**src/rtl/cp0_pkg.sv**
```systemverilog
// Shared constants for the coprocessor-0 block: register numbers, field positions,
// exception codes and the exception handler entry address.
package cp0_pkg;

  localparam int unsigned DATA_W = 32;
  localparam int unsigned ADDR_W = 5;
  localparam int unsigned INT_W  = 6;
  localparam int unsigned CODE_W = 5;

  localparam logic [ADDR_W-1:0] REG_SR    = 5'd12;
  localparam logic [ADDR_W-1:0] REG_CAUSE = 5'd13;
  localparam logic [ADDR_W-1:0] REG_EPC   = 5'd14;
  localparam logic [ADDR_W-1:0] REG_PRID  = 5'd15;

  localparam int unsigned IM_HI   = 15;
  localparam int unsigned IM_LO   = 10;
  localparam int unsigned EXL_BIT = 1;
  localparam int unsigned IE_BIT  = 0;
  localparam int unsigned BD_BIT  = 31;
  localparam int unsigned IP_HI   = 15;
  localparam int unsigned IP_LO   = 10;
  localparam int unsigned EXC_HI  = 6;
  localparam int unsigned EXC_LO  = 2;

  typedef enum logic [CODE_W-1:0] {
    EXC_INT  = 5'd0,
    EXC_ADEL = 5'd4,
    EXC_ADES = 5'd5,
    EXC_RI   = 5'd10,
    EXC_OV   = 5'd12
  } exc_code_e;

  localparam logic [DATA_W-1:0] HANDLER_ADDR = 32'h0000_4180;

endpackage

```
**src/rtl/cp0.sv**
```systemverilog
// Coprocessor 0: SR/Cause/EPC/PRId storage, interrupt vs. exception arbitration,
// and mfc0/mtc0 service at the M stage.
module cp0
  import cp0_pkg::*;
#(
  parameter logic [31:0] PRID = 32'h2021_0602
) (
  input  logic              clk,
  input  logic              reset,
  input  logic              we,
  input  logic [ADDR_W-1:0] cp0_addr,
  input  logic [DATA_W-1:0] cp0_wdata,
  output logic [DATA_W-1:0] cp0_rdata,
  input  logic [DATA_W-1:0] vpc,
  input  logic              bd_in,
  input  logic [CODE_W-1:0] exc_code_in,
  input  logic [INT_W-1:0]  hw_int,
  input  logic              eret_m,
  output logic              req,
  output logic [DATA_W-1:0] epc_out
);

  logic [INT_W-1:0]  im;
  logic              exl;
  logic              ie;
  logic              bd;
  logic [INT_W-1:0]  ip;
  logic [CODE_W-1:0] exc_code;
  logic [DATA_W-1:0] epc;

  logic              int_req;
  logic              exc_req;
  logic [DATA_W-1:0] epc_next;
  logic [DATA_W-1:0] sr_word;
  logic [DATA_W-1:0] cause_word;

  // Pending interrupts are judged on the live lines, not the registered IP copy.
  assign int_req = (|(hw_int & im)) & ie & ~exl;
  assign exc_req = (exc_code_in != '0) & ~exl;
  assign req     = int_req | exc_req;

  // Victim in a delay slot restarts at its branch; the low bits are always word-aligned.
  assign epc_next = (bd_in ? (vpc - DATA_W'(4)) : vpc) & ~DATA_W'(3);

  assign sr_word    = {16'b0, im, 8'b0, exl, ie};
  assign cause_word = {bd, 15'b0, ip, 3'b0, exc_code, 2'b0};
  assign epc_out    = epc;

  always_comb begin
    cp0_rdata = '0;
    case (cp0_addr)
      REG_SR:    cp0_rdata = sr_word;
      REG_CAUSE: cp0_rdata = cause_word;
      REG_EPC:   cp0_rdata = epc;
      REG_PRID:  cp0_rdata = PRID;
      default:   cp0_rdata = '0;
    endcase
  end

  always_ff @(posedge clk) begin
    if (reset) begin
      im       <= '0;
      exl      <= 1'b0;
      ie       <= 1'b0;
      bd       <= 1'b0;
      ip       <= '0;
      exc_code <= '0;
      epc      <= '0;
    end else begin
      ip <= hw_int;
      if (req) begin
        exl      <= 1'b1;
        bd       <= bd_in;
        exc_code <= int_req ? EXC_INT : exc_code_in;
        epc      <= epc_next;
      end else begin
        if (we) begin
          case (cp0_addr)
            REG_SR: begin
              im  <= cp0_wdata[IM_HI:IM_LO];
              exl <= cp0_wdata[EXL_BIT];
              ie  <= cp0_wdata[IE_BIT];
            end
            REG_EPC: epc <= cp0_wdata;
            default: ;
          endcase
        end
        // Placed after the SR write so eret's EXL clear takes precedence.
        if (eret_m) exl <= 1'b0;
      end
    end
  end

endmodule

```
**config.mk**
```make
export PLATFORM = sky130hd
export DESIGN_NAME = cp0
export DESIGN_NICKNAME = d
export VERILOG_FILES = /design/src/rtl/cp0_pkg.sv /design/src/rtl/cp0.sv
export SDC_FILE = /design/constraint.sdc
export NUM_CORES = 1
export LEC_CHECK = 0
export CAP_MARGIN = 20
export CORE_UTILIZATION = 42
export CTS_CLUSTER_DIAMETER = 200
export DETAILED_ROUTE_END_ITERATION = 12
export GPL_ROUTABILITY_DRIVEN = 1
export PLACE_DENSITY = 0.85
export SLEW_MARGIN = 20
export SYNTH_ARGS = -nofsm -noshare
export SYNTH_HDL_FRONTEND = slang
export SYNTH_SLANG_ARGS = --single-unit
```
**constraint.sdc**
```tcl
create_clock -name clk -period 2.8 [get_ports clk]
set_clock_uncertainty 0.15 [all_clocks]
set_input_delay 0.42 -clock clk [delete_from_list [all_inputs] [get_ports clk]]
set_output_delay 0.42 -clock clk [all_outputs]
set_load 0.005 [all_outputs]
```
==> results.cfg, run 1 <==
[clock_tree]
clock_tree.buffer_depth = 2
cts_setup_buffers = 0
cts-root-buf = clkbuf_8
cts_hold_buf = 0
clock-sinks = 52
cts_tree = done
h-tree-depth = 2
clkLatencyLatePin_ps = 300
clk_pin_slew_ps = 100
cts_buffers = 5

[final_layout]
drive_gt1_frac = 0.1085
final_nets = 638
final_area_um2 = 5111
insertedDiodeCount = 0
syn_to_final_growth_pct = 55.80
layout_common_cells = 145 x clkdlybuf4s50_1, 52 x dfxtp_1, 50 x nor2_1, 50 x a211oi_1, 31 x nor2b_1
final_common_cell = clkdlybuf4s50_1

[routing]
routedWlPerCell_um = 16.36
ant_nets = 0
drc_errors = 0
vias = 3611
viasPerCell = 5.538
wl_um = 10670
drtIter0Drc = 148
drtPass1Iterations = 4

[synthesis]
synth_area_um2 = 3281
synth_top_area_frac = 0.3173
syn_nets = 477
synth_area_leaders = dfxtp_1 32%, a211oi_1 11%, mux2i_1 7.3%
postSynthCellCount = 391
avgSynthCellArea_um2 = 8.390
synth.distinct_cells = 53
synth_warnings = 0
ys_seq_area_frac = 0.3173
synth.largest_area_cell = dfxtp_1
ys_async_sr_fraction = 0
synth_edf_count = 0
ys_seq_elements = 52
ys.flop_type = dfxtp_1

[timing]
fmax_mhz = 367.3
maxSlewViolCount = 0
max_slew_margin = 0.3276
final_hold_viol_count = 0
tightest_slew_ps = 1009
rsz0062_at_grt = false
fin_crit_sh = 0.9724
period_needed_ps = 2723
worst_slack_ps = 77.25
setup_viol = 0
whs_ps = 329.9

[setup_path]
crit_start = cp0_addr[0]
path_cells = clkdlybuf4s50_1, nor2b_2, buf_4, a22oi_1, nor2_1, clkdlybuf4s50_1
worst_r2r_startpoint = im[4]$_SDFFE_PP0P_
r2r_slack_ps = 600
end_kind = output pin
critPathLaunchType = primary input
crit_family = buffers and inverters
required_ps = 2230
max_stage_delay_ps = 610
worst_path_most_repeated_cell = clkdlybuf4s50_1
cp_max_fo = 6
critical_path.slowest_cell = clkdlybuf4s50_1
cp.arrival_ps = 2150
path_class = primary input to output pin
critPathBufInv = 3

[placement]
gp_congestion = 0.8948
dpl_cell_area_um2 = 5002
pre_cts_ws_ps = -43.43
portBuffers = 147
hpwl_um = 8447

[die]
die_height_um = 90.38
dieWidth_um = 90.38
core_area_um2 = 7408
io_pins = 150
die-area_um2 = 8169
row_count = 31
initial_core_util = 0.4428

[global_route]
antenna_found_initial = 0
grt_overflow = 0
grt_max_degree = 53
track_usage = 0.2556
grt_first_pass_wirelength_um = 16970
grt_pass1_vias = 3539

[power]
leakage_uw = 0.001795
peakVddDrop_v = 0.0002016
powerDensity_nw_per_um2 = 350.6

[worst_hold_path]
hold_start = bd$_SDFFE_PP0P_
hp-class = register to register

[outcome]
status = complete, no violations

[job]
maxCapViolCount = 0
[path summary, 6_finish.rpt]
check	endpoint	cells past startpoint
setup / recovery	cp0_rdata[3]	6
hold / removal	bd$_SDFFE_PP0P_	2
setup reg to reg	epc_out[11]$_SDFFE_PP0P_	7
hold reg to reg	bd$_SDFFE_PP0P_	2
[per-layer routing]
metal | vias to the layer above | GRT usage | routed length [um]
met5 | - | 0 | 0
met4 | 0 | 0.08333 | 249
met3 | 16 | 0.04125 | 681
met2 | 151 | 0.4529 | 5255
met1 | 1697 | 0.3137 | 4482
li1 | 1747 | - | -
[cell type report]
class,count,area [um2]
fillers,578,2297
multi-input cells,308,2088
repair buffers,180,1742
flip-flops and latches,52,1041
well taps,99,123.9
clock buffers,6,82.58
inverters,5,18.77
clock inverters,2,15.01
[metrics by stage]
step / setup TNS [ps] / total power, uW / utilization / std cells
2_1_floorplan: 0 / 1047 / - / 391
3_3_place_gp: -59.32 / 1334 / 0.6752 / 644
3_5_place_dp: -43.43 / 1347 / 0.6752 / 644
4_1_cts: 0 / 1791 / 0.6887 / 652
5_1_grt: 0 / 1867 / 0.6899 / 652
6_report: 0 / 1792 / 0.6899 / 652
[report_power, final]
group | total (uW) | switching [uW] | internal (uW)
registers | 833 | 39.2 | 793
clock network | 456 | 255 | 201
logic | 504 | 211 | 292
[cell usage after synthesis, types with 2 or more instances]
master / count
mux2i_1: 24
clkbuf_1: 16
xnor2_1: 17
o21ai_1: 2
nor2_1: 51
and2_1: 15
nor4_1: 8
nand3b_1: 2
nand3_1: 9
buf_2: 3
a22oi_1: 6
a211oi_2: 2
xor2_1: 9
o31ai_1: 3
nor4_2: 2
a211oi_1: 50
inv_1: 4
nor3_1: 11
nor2b_1: 33
nand2_1: 12
or4_1: 4
buf_6: 2
dfxtp_1: 52
or3_1: 8
a21oi_1: 13
or4_4: 3
a22o_1: 3
buf_8: 2
[state kept, by name, indices dropped and copies added, names as in the netlist]
signal and count:
bd 1, epc_out 32, exc_code 5, exl 1, ie 1, im 6
ip 6
[worst register-to-register path, delay by kind of cell (launching register included)]
kind / cells / cell delay, ps
buffers and inverters: 2 / 330
DFF: 1 / 360
AOI/OAI and AO/OA: 4 / 990
and+or+nand+nor: 1 / 220
[cell families after synthesis]
family / count (synthesis) / synth area share
simple gates: 172 / 0.2963
compound gates: 85 / 0.1888
flops: 52 / 0.3173
buf+inv: 31 / 0.05110
xor+xnor: 26 / 0.06941
mux: 24 / 0.07323
fa+ha+maj: 1 / 0.003813
[timing repair]
action,in CTS,in global routing
resized for setup,2,3
endpoints found under the setup margin,1,22
pin swaps,0,0
cloned,0,0
(Power assumes the default switching activity.)
==> inputs of run 2 (changes only) <==
CORE_UTILIZATION = 46   (was 42)
DONT_BUFFER_PORTS = 1   (was not set)
PLACE_DENSITY = 0.71   (was 0.85)
REMOVE_ABC_BUFFERS = 1   (was not set)
==> results.cfg, run 2 (synthesized netlist as in run 1, its figures left out) <==
[timing]
setup_viol = 0
fin_crit_sh = 0.8472
maxSlewViolCount = 0
tightest_slew_ps = 832.4
period_needed_ps = 2372
fmax_mhz = 421.5
fin_tns_setup_ps = 0
rsz0062_at_grt = false
max_slew_margin = 0.4443
final_hold_viol_count = 0

[global_route]
grt_overflow = 0
antenna_found_initial = 0
grt_max_degree = 53
track_usage = 0.2430
grt_first_pass_wirelength_um = 14190
grt_pass1_vias = 2825

[clock_tree]
cts_resized = 0
clk_pin_slew_ps = 100
cts_buffers = 5
cts_tree = done
clock-sinks = 52
cts-root-buf = clkbuf_8
clkLatencyLatePin_ps = 310
h-tree-depth = 2
clock_tree.buffer_depth = 2

[die]
io_pins = 150
core_area_um2 = 6832
row_count = 30
initial_core_util = 0.4802
dieWidth_um = 86.45
die-area_um2 = 7474
die_height_um = 86.45

[final_layout]
final_nets = 467
largest_register_ffs = 32
syn_to_final_growth_pct = 4.577
drive_gt1_frac = 0.07853
fillCellCount = 669
final_common_cell = dfxtp_1
layout_common_cells = 52 x dfxtp_1, 50 x nor2_1, 50 x a211oi_1
insertedDiodeCount = 0
final_util = 0.5022

[setup_path]
cp_max_fo = 48
path_class = register to output pin
critPathLaunchType = register
end_kind = output pin
r2r_slack_ps = 620
cp.arrival_ps = 1800
required_ps = 2230

[routing]
drtIter0Drc = 110
ant_nets = 0
routedWlPerCell_um = 18.82
drtPass1Iterations = 4
wl_um = 8998
viasPerCell = 6.050
vias = 2892
drc_errors = 0

[worst_hold_path]
hp-class = primary input to register

[power]
powerDensity_nw_per_um2 = 436.1
peakVddDrop_v = 0.0001570
leakage_uw = 0.001117

[placement]
gp_congestion = 0.8509
hpwl_um = 6696
portBuffers = 0

[outcome]
status = complete, no violations

[job]
maxCapViolCount = 0
## run 2: power breakdown
group	switching (uW)	internal [uW]	total, uW
Sequential	43.7	793	837
Combinational	115	104	218
Clock	262	179	441
## run 2: layout make-up
| cell class | instances | area, um2 | area share |
|---|---|---|---|
| sequential | 52 | 1041 | 0.3034 |
| timing repair buffer | 9 | 82.58 | 0.02407 |
| clock inverter | 2 | 16.27 | 0.004741 |
| multi-input combinational | 308 | 2079 | 0.6061 |
| inverter | 5 | 18.77 | 0.005470 |
| tap | 96 | 120.1 | 0.03501 |
| clock buffer | 6 | 72.57 | 0.02115 |
## run 2: what timing repair did
item	CTS	global route
hold endpoints to repair	0	1
setup buffers	0	0
hold buffers	0	1
## run 2: final timing paths
kind | cells past startpoint | end | from
min reg2reg | 2 | exc_code[1]$_SDFFE_PP0P_ | exc_code[1]$_SDFFE_PP0P_
max reg2reg | 6 | epc_out[15]$_SDFFE_PP0P_ | im[2]$_SDFFE_PP0P_
max | 4 | req | im[5]$_SDFFE_PP0P_
min | 1 | im[2]$_SDFFE_PP0P_ | reset
## run 2: worst max-delay path, stage by stage, from the launching register on
cell	delay, ps
dfxtp_1	380
a22o_1	200
o311ai_1	110
and2_1	180
inv_2	600
## run 2: routing by layer
layer	vias up	global-route usage	part of all wire
li1	1402	-	-
met1	1351	0.3021	0.42
met2	124	0.4156	0.48
met3	15	0.06381	0.081
met4	0	0.06667	0.017
met5	-	0	0
## run 2: through the flow
step | hold slack (ps) | power (uW) | instance area, um2 | instances | setup WS [ps]
2_1_floorplan | 275.5 | 1014 | 3132 | 365 | -1065
3_3_place_gp | 286.6 | 1065 | 3332 | 469 | 484.0
3_5_place_dp | 289.3 | 1071 | 3332 | 469 | 412.3
4_1_cts | 11.97 | 1507 | 3421 | 477 | 412.9
5_1_grt | 0.1563 | 1571 | 3431 | 478 | 258.0
6_report | 21.19 | 1496 | 3431 | 478 | 427.7
==> inputs of run 3 (changes only) <==
PLACE_DENSITY = 0.73   (was 0.71)
clock period = 2 ns   (was 2.8 ns; I/O delays follow)
==> results.cfg, run 3 (synthesized netlist as in run 1, its figures left out) <==
[outcome]
status = finished with violations
violations = setup timing

[setup_path]
path_cells = a22o_1, o311ai_2, and2_4, inv_4, buf_12
worst_r2r_startpoint = im[4]$_SDFFE_PP0P_
critical_path.slowest_cell = dfxtp_1
r2r_slack_ps = 20
critPathLaunchType = register
cp_max_fo = 12
critPathBufInv = 2
max_stage_delay_ps = 340
required_ps = 1550
rr_worst_depth = 8
cp.arrival_ps = 1580
rr_endpoint = epc_out[11]$_SDFFE_PP0P_
end_kind = output pin
crit_family = compound AO/OA/AOI/OAI gates
path_class = register to output pin

[timing]
final_hold_viol_count = 0
period_needed_ps = 2027
setup_viol = 1
rsz0062_at_grt = true
whs_ps = 7.299
max_slew_margin = 0.6543
maxSlewViolCount = 0
fin_crit_sh = 1.013
fmax_mhz = 493.4
tightest_slew_ps = 517.4
fin_tns_setup_ps = -26.60
worst_slack_ps = -26.60

[job]
maxCapViolCount = 0

[routing]
routedWlPerCell_um = 19.15
ant_nets = 0
viasPerCell = 6.074
drc_errors = 0
vias = 3122
wl_um = 9842
drtIter0Drc = 208
drtPass1Iterations = 4

[placement]
dpl_cell_area_um2 = 3485
portBuffers = 0
hpwl_um = 6767
gp_congestion = 0.8288

[global_route]
grt_overflow = 0
grt_pass1_vias = 2951
antenna_found_initial = 0
grt_max_degree = 53
grt_first_pass_wirelength_um = 14660
track_usage = 0.2496

[die]
die-area_um2 = 7474
core_area_um2 = 6832
initial_core_util = 0.4802
io_pins = 150
die_height_um = 86.45
row_count = 30
dieWidth_um = 86.45

[clock_tree]
clkLatencyLatePin_ps = 300
h-tree-depth = 2
clock-sinks = 52
cts-root-buf = clkbuf_8
clock_tree.buffer_depth = 2
clk_pin_slew_ps = 100
cts_buffers = 5
cts_tree = done

[final_layout]
final_util = 0.5784
drive_gt1_frac = 0.1746
insertedDiodeCount = 0
largest_register_ffs = 32
final_nets = 504
syn_to_final_growth_pct = 20.44
fillCellCount = 611
layout_common_cells = 50 x nor2_1, 50 x dfxtp_1, 35 x a211oi_1
final_area_um2 = 3951

[worst_hold_path]
hold_start = cp0_wdata[12]
hp-class = primary input to register
whs_path_depth = 2
hold_end = im[2]$_SDFFE_PP0P_

[power]
peakVddDrop_v = 0.0002292
powerDensity_nw_per_um2 = 619.6
total_power_uw = 2448
leakage_uw = 0.001358
## run 3: cell type report
class	count	area, um2	area share
Multi-Input combinational cell	308	2172	0.5497
Sequential cell	52	1044	0.2641
Timing Repair Buffer	46	465.4	0.1178
Tap cell	96	120.1	0.03040
Clock buffer	5	68.82	0.01742
Clock inverter	2	60.06	0.01520
Inverter	5	21.27	0.005383
## run 3: worst max path at each step
stage	startpoint	end	slack [ps]	cells past startpoint
after floorplan	cp0_addr[4]	epc_out[30]$_SDFFE_PP0P_	-1750	5
after detailed placement	vpc[26]	epc_out[30]$_SDFFE_PP0P_	-150	5
after global placement	vpc[26]	epc_out[30]$_SDFFE_PP0P_	-130	5
after global routing	im[0]$_SDFFE_PP0P_	req	-120	5
after CTS	im[1]$_SDFFE_PP0P_	req	-40	5
final	im[4]$_SDFFE_PP0P_	req	-30	5
## run 3: repair_timing
| action | in CTS | in global routing |
|---|---|---|
| setup endpoints to repair | 1 | 27 |
| resized for setup | 4 | 17 |
| gates cloned | 1 | 2 |
| hold buffers | 15 | 0 |
| endpoints found under the hold margin | 52 | 0 |
| pin swaps | 3 | 3 |
| setup buffers | 4 | 0 |
## run 3: stage by stage
stage | instances | setup WS [ps]
global route | 514 | -121.2
detailed placement | 486 | -151.8
finish | 514 | -26.60
CTS | 513 | -42.45
floorplan | 365 | -1745
global placement | 486 | -133.0
## run 3: per-layer routing
layer	global-route usage	routed length, um	vias to the layer above
li1	-	-	1467
met1	0.3135	4081	1505
met2	0.4098	4682	124
met3	0.06762	793	26
met4	0.09242	284	0
met5	0	0	-
## run 3: where the power goes
group	total (uW)	switching [uW]	leakage [uW]	internal [uW]
sequential	1170	62.5	0.000432	1110
clock	838	345	0.0000642	493
combinational	438	215	0.000862	222
